**src/rtl/noc_rr_arbiter_n.sv**
```systemverilog
// Round-robin output-port arbiter for the NoC router.
// One instance per output port. The last-served requester gets the lowest
// priority. LOCK_MODE=1 holds the grant from head to tail flit so wormhole
// packets never interleave. LOCK_MODE=0 re-arbitrates after every accepted
// flit, or when the granted requester withdraws.
//
// Handshake: a flit moves when grant_valid & req[grant_idx] & out_ready.
// That condition is reported on xfer. It is the only combinational output.
// req, tail and out_ready reach the grant registers only through the arbiter
// next-state logic.
module noc_rr_arbiter_n #(
   parameter int N_PORTS   = 5,
   parameter bit LOCK_MODE = 1'b1,
   parameter int IDX_W     = (N_PORTS > 1) ? $clog2(N_PORTS) : 1
) (
   input  logic               clk,
   input  logic               rst,
   input  logic [N_PORTS-1:0] req,
   input  logic [N_PORTS-1:0] tail,
   input  logic               out_ready,
   output logic [N_PORTS-1:0] grant,
   output logic               grant_valid,
   output logic [IDX_W-1:0]   grant_idx,
   output logic               xfer
);

   // grant_valid is the state bit itself, so the FSM state is directly observable.
   typedef enum logic {IDLE = 1'b0, GRANTED = 1'b1} state_t;

   state_t             state;
   logic [IDX_W-1:0]   last;      // last-served requester (lowest priority)
   logic               req_g;     // request of the granted port
   logic               tail_g;    // tail flag of the granted port
   logic               release_g; // current grant ends this cycle
   logic               found;
   logic [IDX_W-1:0]   win;

   assign grant_valid = (state == GRANTED);

   // grant is one-hot, so masking selects the granted port's bit without an index
   assign req_g  = |(req & grant);
   assign tail_g = |(tail & grant);
   assign xfer   = grant_valid & req_g & out_ready;

   // Release: tail accepted in lock mode; any accepted flit or a withdrawn request in flit mode
   assign release_g = LOCK_MODE ? (xfer & tail_g) : (xfer | ~req_g);

   // Scan req upward from last+1 with wrap; lower offsets overwrite, so the nearest one wins
   always_comb begin
      found = 1'b0;
      win   = '0;
      for (int k = N_PORTS; k >= 1; k--) begin
         if (req[(int'(last) + k) % N_PORTS]) begin
            found = 1'b1;
            win   = IDX_W'((int'(last) + k) % N_PORTS);
         end
      end
   end

   // Grant FSM: arbitrate when idle or on release, otherwise hold the current grant
   always_ff @(posedge clk) begin
      if (rst) begin
         state     <= IDLE;
         grant     <= '0;
         grant_idx <= '0;
         last      <= IDX_W'(N_PORTS - 1);
      end else if ((state == IDLE) || release_g) begin
         if (found) begin
            state     <= GRANTED;
            grant     <= N_PORTS'(1) << win;
            grant_idx <= win;
            last      <= win;
         end else begin
            state     <= IDLE;
            grant     <= '0;
            grant_idx <= '0;
         end
      end
   end

endmodule

```
**config.mk**
```make
export PLATFORM = sky130hd
export DESIGN_NAME = noc_rr_arbiter_n
export DESIGN_NICKNAME = d
export VERILOG_FILES = /design/src/rtl/noc_rr_arbiter_n.sv
export SDC_FILE = /design/constraint.sdc
export NUM_CORES = 1
export LEC_CHECK = 0
export ABC_AREA = 1
export CORE_MARGIN = 4
export CORE_UTILIZATION = 55
export CTS_BUF_LIST = sky130_fd_sc_hd__clkbuf_8
export CTS_CLUSTER_DIAMETER = 60
export DETAILED_ROUTE_END_ITERATION = 16
export PLACE_DENSITY = 0.82
export SLEW_MARGIN = 20
export SYNTH_ARGS = -nofsm -noshare
export SYNTH_HDL_FRONTEND = slang
export SYNTH_SLANG_ARGS = --single-unit
```
**constraint.sdc**
```tcl
create_clock -name clk -period 6.7 [get_ports clk]
set_clock_uncertainty 0.1 [all_clocks]
set_input_delay 1.34 -clock clk [delete_from_list [all_inputs] [get_ports clk]]
set_output_delay 1.34 -clock clk [all_outputs]
set_load 0.1 [all_outputs]
```
---- Yosys cells after proc, flatten, opt, wreduce, memory -nomap -nowiden ----
Index checks and enable logic that the tools add are counted.
word-level totals
  ROM bits ................................ 0
  memories kept ........................... 0
  RAM bits ................................ 0
  bits in registers ....................... 12
  bits in latches ......................... 0
  logic and storage cells ................. 58
  output and inout bits ................... 10
  bits of input ports ..................... 13
operators by class
  eq/ne operators ......................... 0
  multipliers ............................. 0
  shift operators ......................... 1
  divide/modulo/power cells ............... 5
  reduce and logical (&&, ||, !) cells .... 4
  bitwise logic cells ..................... 6
  $lt $le $gt $ge ......................... 5
  multiplexer cells ....................... 28
  add/sub/neg operators ................... 5
operators with widths
  cell                                                    number
  < comparator 32 x 5 -> 1 bit, second input constant     5
  remainder unit 32 x 4 -> 32 bit, second input constant  5
  two-way mux 3 bit                                       6
  two-way mux 1 bit                                       16
  binary-select mux 1 bit (select 3 bit)                  5
  AND 5 bit                                               2
  OR reduction 5 bit                                      2
  adder 3 x 2 -> 4 bit, second input constant             2
  adder 3 x 3 -> 4 bit, second input constant             2
  two-way mux 5 bit                                       1
  left shift 1 x 3 -> 5 bit, first input constant         1
  adder 3 x 1 -> 4 bit, second input constant             1
  AND 1 bit                                               3
  AND reduction 2 bit                                     1
  logical OR 1 bit                                        1
  inverter 1 bit                                          1

---- Logic depth before layout (Yosys ltp) ----
  depth after elaboration ................. 12
  depth in mapped cells ................... 34
  depth with buffers taken out ............ 33

---- Worst setup path before layout ----
No wires, ideal clock.
  kind .................................... in2out
  from .................................... input port req[4]
  to ...................................... output port xfer
  required time ........................... 5.260 ns
  data arrival time ....................... 2.839 ns
  buffers on the path ..................... 0
  stages on the path ...................... 3
  slack ................................... 2.421 ns
  cell sequence ........................... a22o_1 > a211oi_1 > nor2_1
between the ends
  cells in the longest elaborated chain, start to end .. 4
RTL lines
  element                 line  source
  start, declared         18    input logic [N_PORTS-1:0] req,
  AND 5 bit               41    assign req_g = |(req & grant);
  OR reduction 5 bit      41
  AND 1 bit (2 in a row)  43    assign xfer = grant_valid & req_g & out_ready;
  end, declared           24    output logic xfer
No other way between the ends.

---- Worst setup path after layout ----
Same ends and word-level chain as after synthesis.

==> reports/results.tsv <==
metric	value	unit
status	finished clean	
grt_max_degree	21	
rr_endpoint	last[0]	
cp_top_family	buffers and inverters	
cp_slowest_cell	clkdlybuf4s50_1	
fin_nets	412	
avgRoutedWirePerCell	12.4	um
synth.cell_area	0.00216	mm^2
htreeDepth	1	
final_util	0.664	
die_area	0.00500	mm^2
crit_type	input pin to output pin	
max-cap-violations	0	
clock_sinks	12	
finalMaxSlewViolations	0	
gr-total-overflow	0	
worstSetupPathDepth	5	
timing.rr.start	last[0]	
n_antenna_cell	0	
crit_top_cell	clkdlybuf4s50_1	
clk_pin_slew	0.05	ns
worstSkewPairLatency	0.24	ns
die_h	70.7	um
vias	2217	
hold_viol_final	0	
yosysWarnings	0	
dp_hpwl	4.23	mm
post-route-period-util	0.727	
endpoint	xfer	
hold_buffers	0	
syn_area_per_cell	6.24	um^2
arrival	3.43	ns
core.rowCount	22	
cts_root_buffer	clkbuf_8	
relSlewSlack	0.347	
rsz0062_at_grt	no	
cts_resized	0	
grt_first_pass_wirelength	9.06	mm
area.growth.synth_to_final	14.9	%
cp_num_buf_inv	2	
startpoint_type	input pin	
r2r_setup_slack	2.00	ns
seq_area_frac_synth	0.111	
synth_area_leader_cell	nand2_1	
antenna_found_initial	0	
drc	0	
gp_congestion	0.926	
avgViaCountPerCell	5.32	
whs_path_depth	2	
fin_tns_setup	0	ns
crit_chain	clkdlybuf4s50_1 > a22o_1 > a211oi_1 > nor2_1 > clkdlybuf4s50_1	
final_cell_mix	nand2_1, inv_1, nand3_1	
r2r_cells	31	
worstMarginPinSlew	0.977	ns
core	0.00374	mm^2
dr.pass1.iters	4	
start_util	0.578	
ios	23	
cts_buffers	3	
critPathCaptureType	output pin	
synth_top_area_share	0.172	
worstPathRequired	5.26	ns
io_buffers	22	
final_common_cell	nand2_1	
grt_pass1_vias	2114	
synth_area_leaders	nand2_1, ha_1, dfxtp_1	
post_cts_buffers	0	
drt_iter0_markers	124	
final.min_clock_period	4.87	ns
crit_start	req[4]	
fmax	205	MHz
syn_nets	389	
cts_tree	done	
fill_cells	343	
hp-class	flip-flop to flip-flop	
hold_start	grant_idx[0]	
ant_nets	0	
drive_gt1_frac	0.154	
die_x	70.7	um
setup_viol	0	
grt_util_all_layers	0.213	
cpPeakStageDelay	0.98	ns
clock_path_buffers	2	
synthCells	347	
wl	5.17	mm
ys_types	36	
yosys_register_bits	12	
cp_max_fo	4	
==> layer usage <==
layer,routed length [um],vias to the layer above,track usage
li1,-,1166,-
met1,2550,1002,0.275
met2,2430,47,0.375
met3,185,2,0.0341
met4,7,0,0.0376
met5,0,-,0
==> worst min-delay path: cells and delay by family, from the launching register on <==
family | cells | cell delay (ns)
flops | 1 | 0.30
simple gates | 1 | 0.06
compound gates | 1 | 0.06
==> Yosys cell counts (all sizes together) <==
| cell | number |
|---|---|
| nand2 | 127 |
| inv | 51 |
| nand3 | 51 |
| ha | 28 |
| nor2 | 16 |
| a21oi | 14 |
| o21ai | 13 |
| dfxtp | 12 |
| nand4 | 6 |
| xor2 | 5 |
| a22o | 3 |
| buf | 3 |
| o211ai | 3 |
| a21o | 2 |
| clkbuf | 2 |
| nand3b | 2 |
| nor3 | 2 |
| or2 | 2 |
| a211oi | 1 |
| a221oi | 1 |
| and2 | 1 |
| clkinv | 1 |
| fa | 1 |
==> cell families after synthesis <==
family / Yosys count / share of synthesized area
flip-flops: 12 / 0.111
buffers and inverters: 57 / 0.100
AO/OA/AOI/OAI: 37 / 0.109
AND/OR/NAND/NOR: 207 / 0.489
adder cells (fa/ha/maj): 29 / 0.171
XOR/XNOR: 5 / 0.0202
==> worst min-delay path by stage <==
| stage | endpoint | slack, ns |
|---|---|---|
| final | grant_idx[0] | 0.37 |
| after global routing | grant_idx[2] | 0.40 |
| after CTS | grant_idx[0] | 0.37 |
| after detailed placement | grant_idx[0] | 0.37 |
| after global placement | grant_idx[0] | 0.36 |
| after floorplan | last[1] | 0.44 |
==> state kept, by name (all words and copies together) (netlist names) <==
register and flops:
grant 5, grant_idx 3, last 3, grant_valid 1
==> per-stage QoR <==
step | cells | setup WS [ns] | hold WS (ns) | cell area, um^2
6_report | 417 | 1.83 | 0.367 | 2490
5_1_grt | 417 | 1.52 | 0.399 | 2490
2_1_floorplan | 347 | 2.42 | 0.442 | 2160
4_1_cts | 417 | 1.83 | 0.374 | 2490
3_5_place_dp | 413 | 1.85 | 0.366 | 2430
3_3_place_gp | 413 | 1.86 | 0.356 | 2430
==> final cells by class <==
| cell class | count | area, um^2 | area share |
|---|---|---|---|
| repair buffers | 23 | 228 | 0.0916 |
| well taps | 48 | 60.1 | 0.0242 |
| flip-flops and latches | 12 | 240 | 0.0966 |
| inverters | 52 | 195 | 0.0785 |
| clock buffers | 4 | 55.1 | 0.0221 |
| multi-input cells | 278 | 1710 | 0.687 |
Power is not shown: default switching activity piles up to over one toggle a cycle in this logic, so the estimate is an artifact.
==> RTL change 1, RTL diff (same flow settings) <==
`N_PORTS`: 5 -> 10.
--- a/src/rtl/noc_rr_arbiter_n.sv
+++ b/src/rtl/noc_rr_arbiter_n.sv
@@ -9,7 +9,7 @@
 // req, tail and out_ready reach the grant registers only through the arbiter
 // next-state logic.
 module noc_rr_arbiter_n #(
-   parameter int N_PORTS   = 5,
+   parameter int N_PORTS   = 10,
    parameter bit LOCK_MODE = 1'b1,
    parameter int IDX_W     = (N_PORTS > 1) ? $clog2(N_PORTS) : 1
 ) (
Ports: changed (resized grant, grant_idx, req and tail); port bits go from 23 to 39. No check against the original RTL was run, so the function may have changed too.
==> RTL change 1 against the unedited design <==
  * Sequential share of layout area is 1.1 points lower
  * Sequential cell count is 7 higher
  * Area after synthesis is 84% higher
  * Maximum frequency is 1.3% lower
  * Critical path depth is 2 higher
  * Non-clock buffer count is 16 higher
  * Routed wire length is 120% higher
  * Core utilization is 1.9 points lower
  * Setup slack worse by 0.063 ns
  * Cell area is 79% higher
  * Hold slack better by 0.0042 ns
Power is left out: the tool's default activity adds up to more than one toggle a clock period on the data nets, which glitch-free logic cannot reach.
==> RTL change 1: results (changes against the unedited design) <==
- Worst EP arrival: 3.49 ns (was 3.43 ns)
- Crit path max-delay cell type: clkdlybuf4s50_1 (unchanged)
- Skew-Pair Late Insertion Delay: 0.26 ns (was 0.24 ns)
- Placer congestion estimate: 0.979 (was 0.926)
- Post-synth ARST share: 0% (unchanged)
- # resized after CTS: 0 (unchanged)
- Initial DRC count: 243 (was 124)
- Largest regs: grant: 10 flops, grant_idx: 4 flops, last: 4 flops (was grant: 5 flops, grant_idx: 3 flops, last: 3 flops)
- Vias in the first global route: 4289 (was 2114)
- TritonCTS buffer count: 3 (unchanged)
- Synth cell types: 53 (was 36)
- Nets: 777 (was 412)
- Placed inst area: 4410 um2 (was 2430 um2)
- Hold Path Class: register to register (unchanged)
- Setup Buffers After CTS: 0 (unchanged)
- Root Buffer: clkbuf_8 (unchanged)
- Final HPWL DP: 9470 um (was 4230 um)
- Max incr delay on CP: 1.13 ns (was 0.98 ns)
- Status: finished clean (unchanged)
- First-pass GRT wire length: 19300 um (was 9060 um)
- Layout cells sized above 1: 14.2% (was 15.4%)
- CP delay by family, top: buffers and inverters (unchanged)
- Final wirelength: 11600 um (was 5170 um)
- Routed Antenna Nets: 0 (unchanged)
- Worst-path clk slew: 0.07 ns (was 0.05 ns)
- Fillers: 693 (was 343)
- H-tree depth: 1 (unchanged)
- Die Wd: 93.1 um (was 70.7 um)
- Prevailing post-synth register cell: dfxtp_1 (unchanged)
- Tot GR Track Use: 26.8% (was 21.3%)
- Critical Path Fanout Max: 3 (was 4)
- CTS Buffer Depth: 2 (unchanged)
- Largest net degree at the start of global routing: 23 (was 21)
- Vias/cell: 5.56 (was 5.32)
- Top cells by area, synth: nand2_1 20%, ha_1 12%, nand3_1 9.7% (was nand2_1 17%, ha_1 16%, dfxtp_1 11%)
- Synth cell count leaders: 209 x nand2_1, 79 x inv_1, 77 x nand3_1, 39 x nor2_1, 37 x ha_1 (was 99 x nand2_1, 46 x inv_1, 42 x nand3_1, 28 x ha_1, 20 x nand2_2)
- Worst-margin pin slew: 1.01 ns (was 0.977 ns)
- Sequential fraction of the synthesis area: 9.55% (was 11.1%)
- # port buffers: 38 (was 22)
- DR pass1 iterations: 5 (was 4)
- Antenna cells: 0 (unchanged)
- Syn nets: 747 (was 389)
- Ys Warns: 0 (unchanged)
- CTS sink count: 19 (was 12)
- Initial antenna violation count: 0 (unchanged)
## RTL change 1: cell types whose count changed after synthesis, moves of 9 or more
cell | before | now
nand2_2 | 20 | 34
nor2_1 | 15 | 39
ha_1 | 28 | 37
inv_2 | 5 | 20
nand3_1 | 42 | 77
inv_1 | 46 | 79
a21oi_1 | 12 | 32
o21ai_0 | 5 | 21
nand2_1 | 99 | 209
## RTL change 1: tightest hold or removal path, cell delays in order (launching register included)
cell,delay [ns]
dfxtp_1,0.31
nand2_1,0.06
a21oi_1,0.06
## RTL change 1: layout make-up
| class | count | area, um2 | share of cell area [%] |
|---|---|---|---|
| Inverter | 100 | 378 | 8.48 |
| Multi-Input combinational cell | 554 | 3150 | 70.6 |
| Sequential cell | 19 | 380 | 8.53 |
| Clock inverter | 1 | 5.00 | 0.112 |
| Clock buffer | 3 | 41.3 | 0.926 |
| Tap cell | 96 | 120 | 2.69 |
| Timing Repair Buffer | 39 | 388 | 8.70 |
## RTL change 1: metal layers
metal,track usage (%),part of all wire (%)
met1,31.7,43
met2,49.5,49
met3,2.25,5.5
met4,11.0,3.2
met5,0,0
## RTL change 1: final timing paths
check                     from            to  slack [ns]  depth (start not counted)
setup reg to reg       last[1]      grant[9]        1.99                         34
hold reg to reg   grant_idx[0]  grant_idx[0]        0.37                          2
hold / removal    grant_idx[0]  grant_idx[0]        0.37                          2
setup / recovery        req[1]          xfer        1.77                          7
## RTL change 1: cells by family after synthesis
kind of cell	Yosys count	synth area share, %
flip-flops	19	9.55
multiplexers	1	0.251
AND/OR/NAND/NOR	404	47.6
adder cells (fa/ha/maj)	37	11.6
buffers and inverters	114	11.5
AO/OA/AOI/OAI	95	14.9
XOR/XNOR	17	4.59
## RTL change 1: through the flow
step	std cells	setup slack, ns	utilization [%]
floorplan	687	2.78	-
global placement	808	1.77	63.9
detailed placement	808	1.79	63.9
CTS	812	1.78	64.5
global route	812	1.55	64.5
finish	812	1.77	64.5
==> RTL change 2, RTL diff (config.mk and constraints unchanged) <==
Made on the original files. Reset style: asynchronous (`rst`), changed in one clocked block.
--- a/src/rtl/noc_rr_arbiter_n.sv
+++ b/src/rtl/noc_rr_arbiter_n.sv
@@ -58,7 +58,7 @@
    end
 
    // Grant FSM: arbitrate when idle or on release, otherwise hold the current grant
-   always_ff @(posedge clk) begin
+   always_ff @(posedge clk or posedge rst) begin
       if (rst) begin
          state     <= IDLE;
          grant     <= '0;
Function: differs if rst is asserted again (counterexample within 4 cycles, from zero or initial values and one cycle with rst high); with rst held inactive, the same outputs for 4 cycles.
==> RTL change 2 against the unedited design <==
  * Maximum frequency shrank 2.5%
  * Area after synthesis grew 2.8%
  * Setup slack lost 0.13 ns
  * Register-to-register slack lost 0.24 ns
  * Cell area grew 1.8%
  * Core utilization grew 0.71 points
  * Sequential cell count is the same
  * Routed wire length grew 2.7%
Power is not shown: default switching activity piles up to over one toggle a cycle in this logic, so the estimate is an artifact.
==> RTL change 2: results (changes against the unedited design) <==
- Status: finished clean (unchanged)
- Met3 Track Usage GR: 1.82% (was 3.41%)
- Worst-path clk slew: 0.05 ns (about the same)
- Setup-failing EPs final: 0 (unchanged)
- DR pass1 iterations: 4 (unchanged)
- H-tree depth: 1 (unchanged)
- First-pass GRT wire length: 9180 um (was 9060 um)
- Final wirelength: 5310 um (was 5170 um)
- TritonCTS buffer count: 3 (unchanged)
- Critical Path Fanout Max: 6 (was 4)
- Prevailing post-synth register cell: dfrtp_1 (was dfxtp_1)
- Largest net degree at the start of global routing: 22 (was 21)
- Fillers: 329 (was 343)
- Largest regs: grant: 5 flops, grant_idx: 3 flops, last: 3 flops (unchanged)
- Skew-Pair Late Insertion Delay: 0.24 ns (about the same)
- Met2 usage: 35.5% (was 37.5%)
- Routing usage on met1: 31.5% (was 27.5%)
- Post-synth ARST share: 100% (was 0%)
- Relative slew margins: 34.7% (about the same)
- Top cells by area, synth: nand2_1 20%, ha_1 16%, dfrtp_1 12% (was nand2_1 17%, ha_1 16%, dfxtp_1 11%)
- Final Hold Viols: 0 (unchanged)
- Root Buffer: clkbuf_8 (unchanged)
- Layout cells sized above 1: 12.3% (was 15.4%)
- Hold Path Class: register to register (unchanged)
- Antenna cells: 0 (unchanged)
- Placer congestion estimate: 0.870 (was 0.926)
- Vias/cell: 5.24 (was 5.32)
- # resized after CTS: 0 (unchanged)
- Nets: 424 (was 412)
- CTS Buffer Depth: 2 (unchanged)
- Initial antenna violation count: 0 (unchanged)
- Syn nets: 401 (was 389)
- Initial DRC count: 151 (was 124)
- Worst EP arrival: 3.55 ns (was 3.43 ns)
- Ys Warns: 0 (unchanged)
- Synth cell count leaders: 117 x nand2_1, 53 x nand3_1, 44 x inv_1, 28 x ha_1, 20 x nand2_2 (was 99 x nand2_1, 46 x inv_1, 42 x nand3_1, 28 x ha_1, 20 x nand2_2)
- Synth cell types: 38 (was 36)
- Final HPWL DP: 4360 um (was 4230 um)
- # port buffers: 22 (unchanged)
- Setup Buffers After CTS: 0 (unchanged)
- Sequential fraction of the synthesis area: 13.6% (was 11.1%)
- Tot GR Track Use: 21.6% (was 21.3%)
- Vias in the first global route: 2059 (was 2114)
-- RTL change 2: cell count changes after synthesis, sizes merged, moves of 3 or more --
cell    delta
nor2       +5
o211ai     -3
nand3      +7
dfxtp     -12
inv        -3
nand2     +14
dfrtp     +11
a21oi      -7
-- RTL change 2: worst paths after layout --
path	slack [ns]	cells past startpoint	startpoint	endpoint
worst max-delay path	1.71	6	req[4]	xfer
worst min-delay path	0.39	2	grant_idx[1]	grant_idx[1]
worst max register to register	1.76	24	last[0]	last[1]
worst min register to register	0.39	2	grant_idx[1]	grant_idx[1]
max in group asynchronous	4.85	2	rst	last[2]
min in group asynchronous	1.30	2	rst	grant[0]
-- RTL change 2: critical path, stage by stage --
cell and delay (ns):
clkdlybuf4s50_1 0.59, inv_1 0.10, o21ai_0 0.16, a211oi_1 0.07, nor2_1 0.13, clkdlybuf4s50_1 1.16
-- RTL change 2: cells by family after synthesis --
group                      synth area share [%]
AOI/OAI and AO/OA                          8.66
DFF                                        13.6
buffers and inverters                      9.11
xor gates and xnor gates                   3.04
adders and majority gates                  16.6
and+or+nand+nor                            49.0
-- RTL change 2: cell type report --
class	count	share of cell area, %
timing repair buffer	22	8.70
sequential	12	11.9
inverter	49	7.27
clock buffer	3	1.63
tap	48	2.37
clock inverter	1	0.148
multi-input combinational	294	68.0
-- RTL change 2: metrics by stage --
stage / setup WS [ns] / instances / utilization (%) / hold WS (ns) / cell area, um2
2_1_floorplan: 2.37 / 359 / - / 0.458 / 2220
3_3_place_gp: 1.76 / 425 / 65.9 / 0.367 / 2490
3_5_place_dp: 1.71 / 425 / 65.9 / 0.380 / 2490
4_1_cts: 1.70 / 429 / 67.1 / 0.393 / 2530
5_1_grt: 1.27 / 429 / 67.1 / 0.417 / 2530
6_report: 1.71 / 429 / 67.1 / 0.391 / 2530
-- RTL change 2: routing by layer --
layer  share of wire [%]  wire [um]
met1                  48       2570
met2                  47       2510
met3                 3.8        202
met4                0.53         28
met5                   0          0
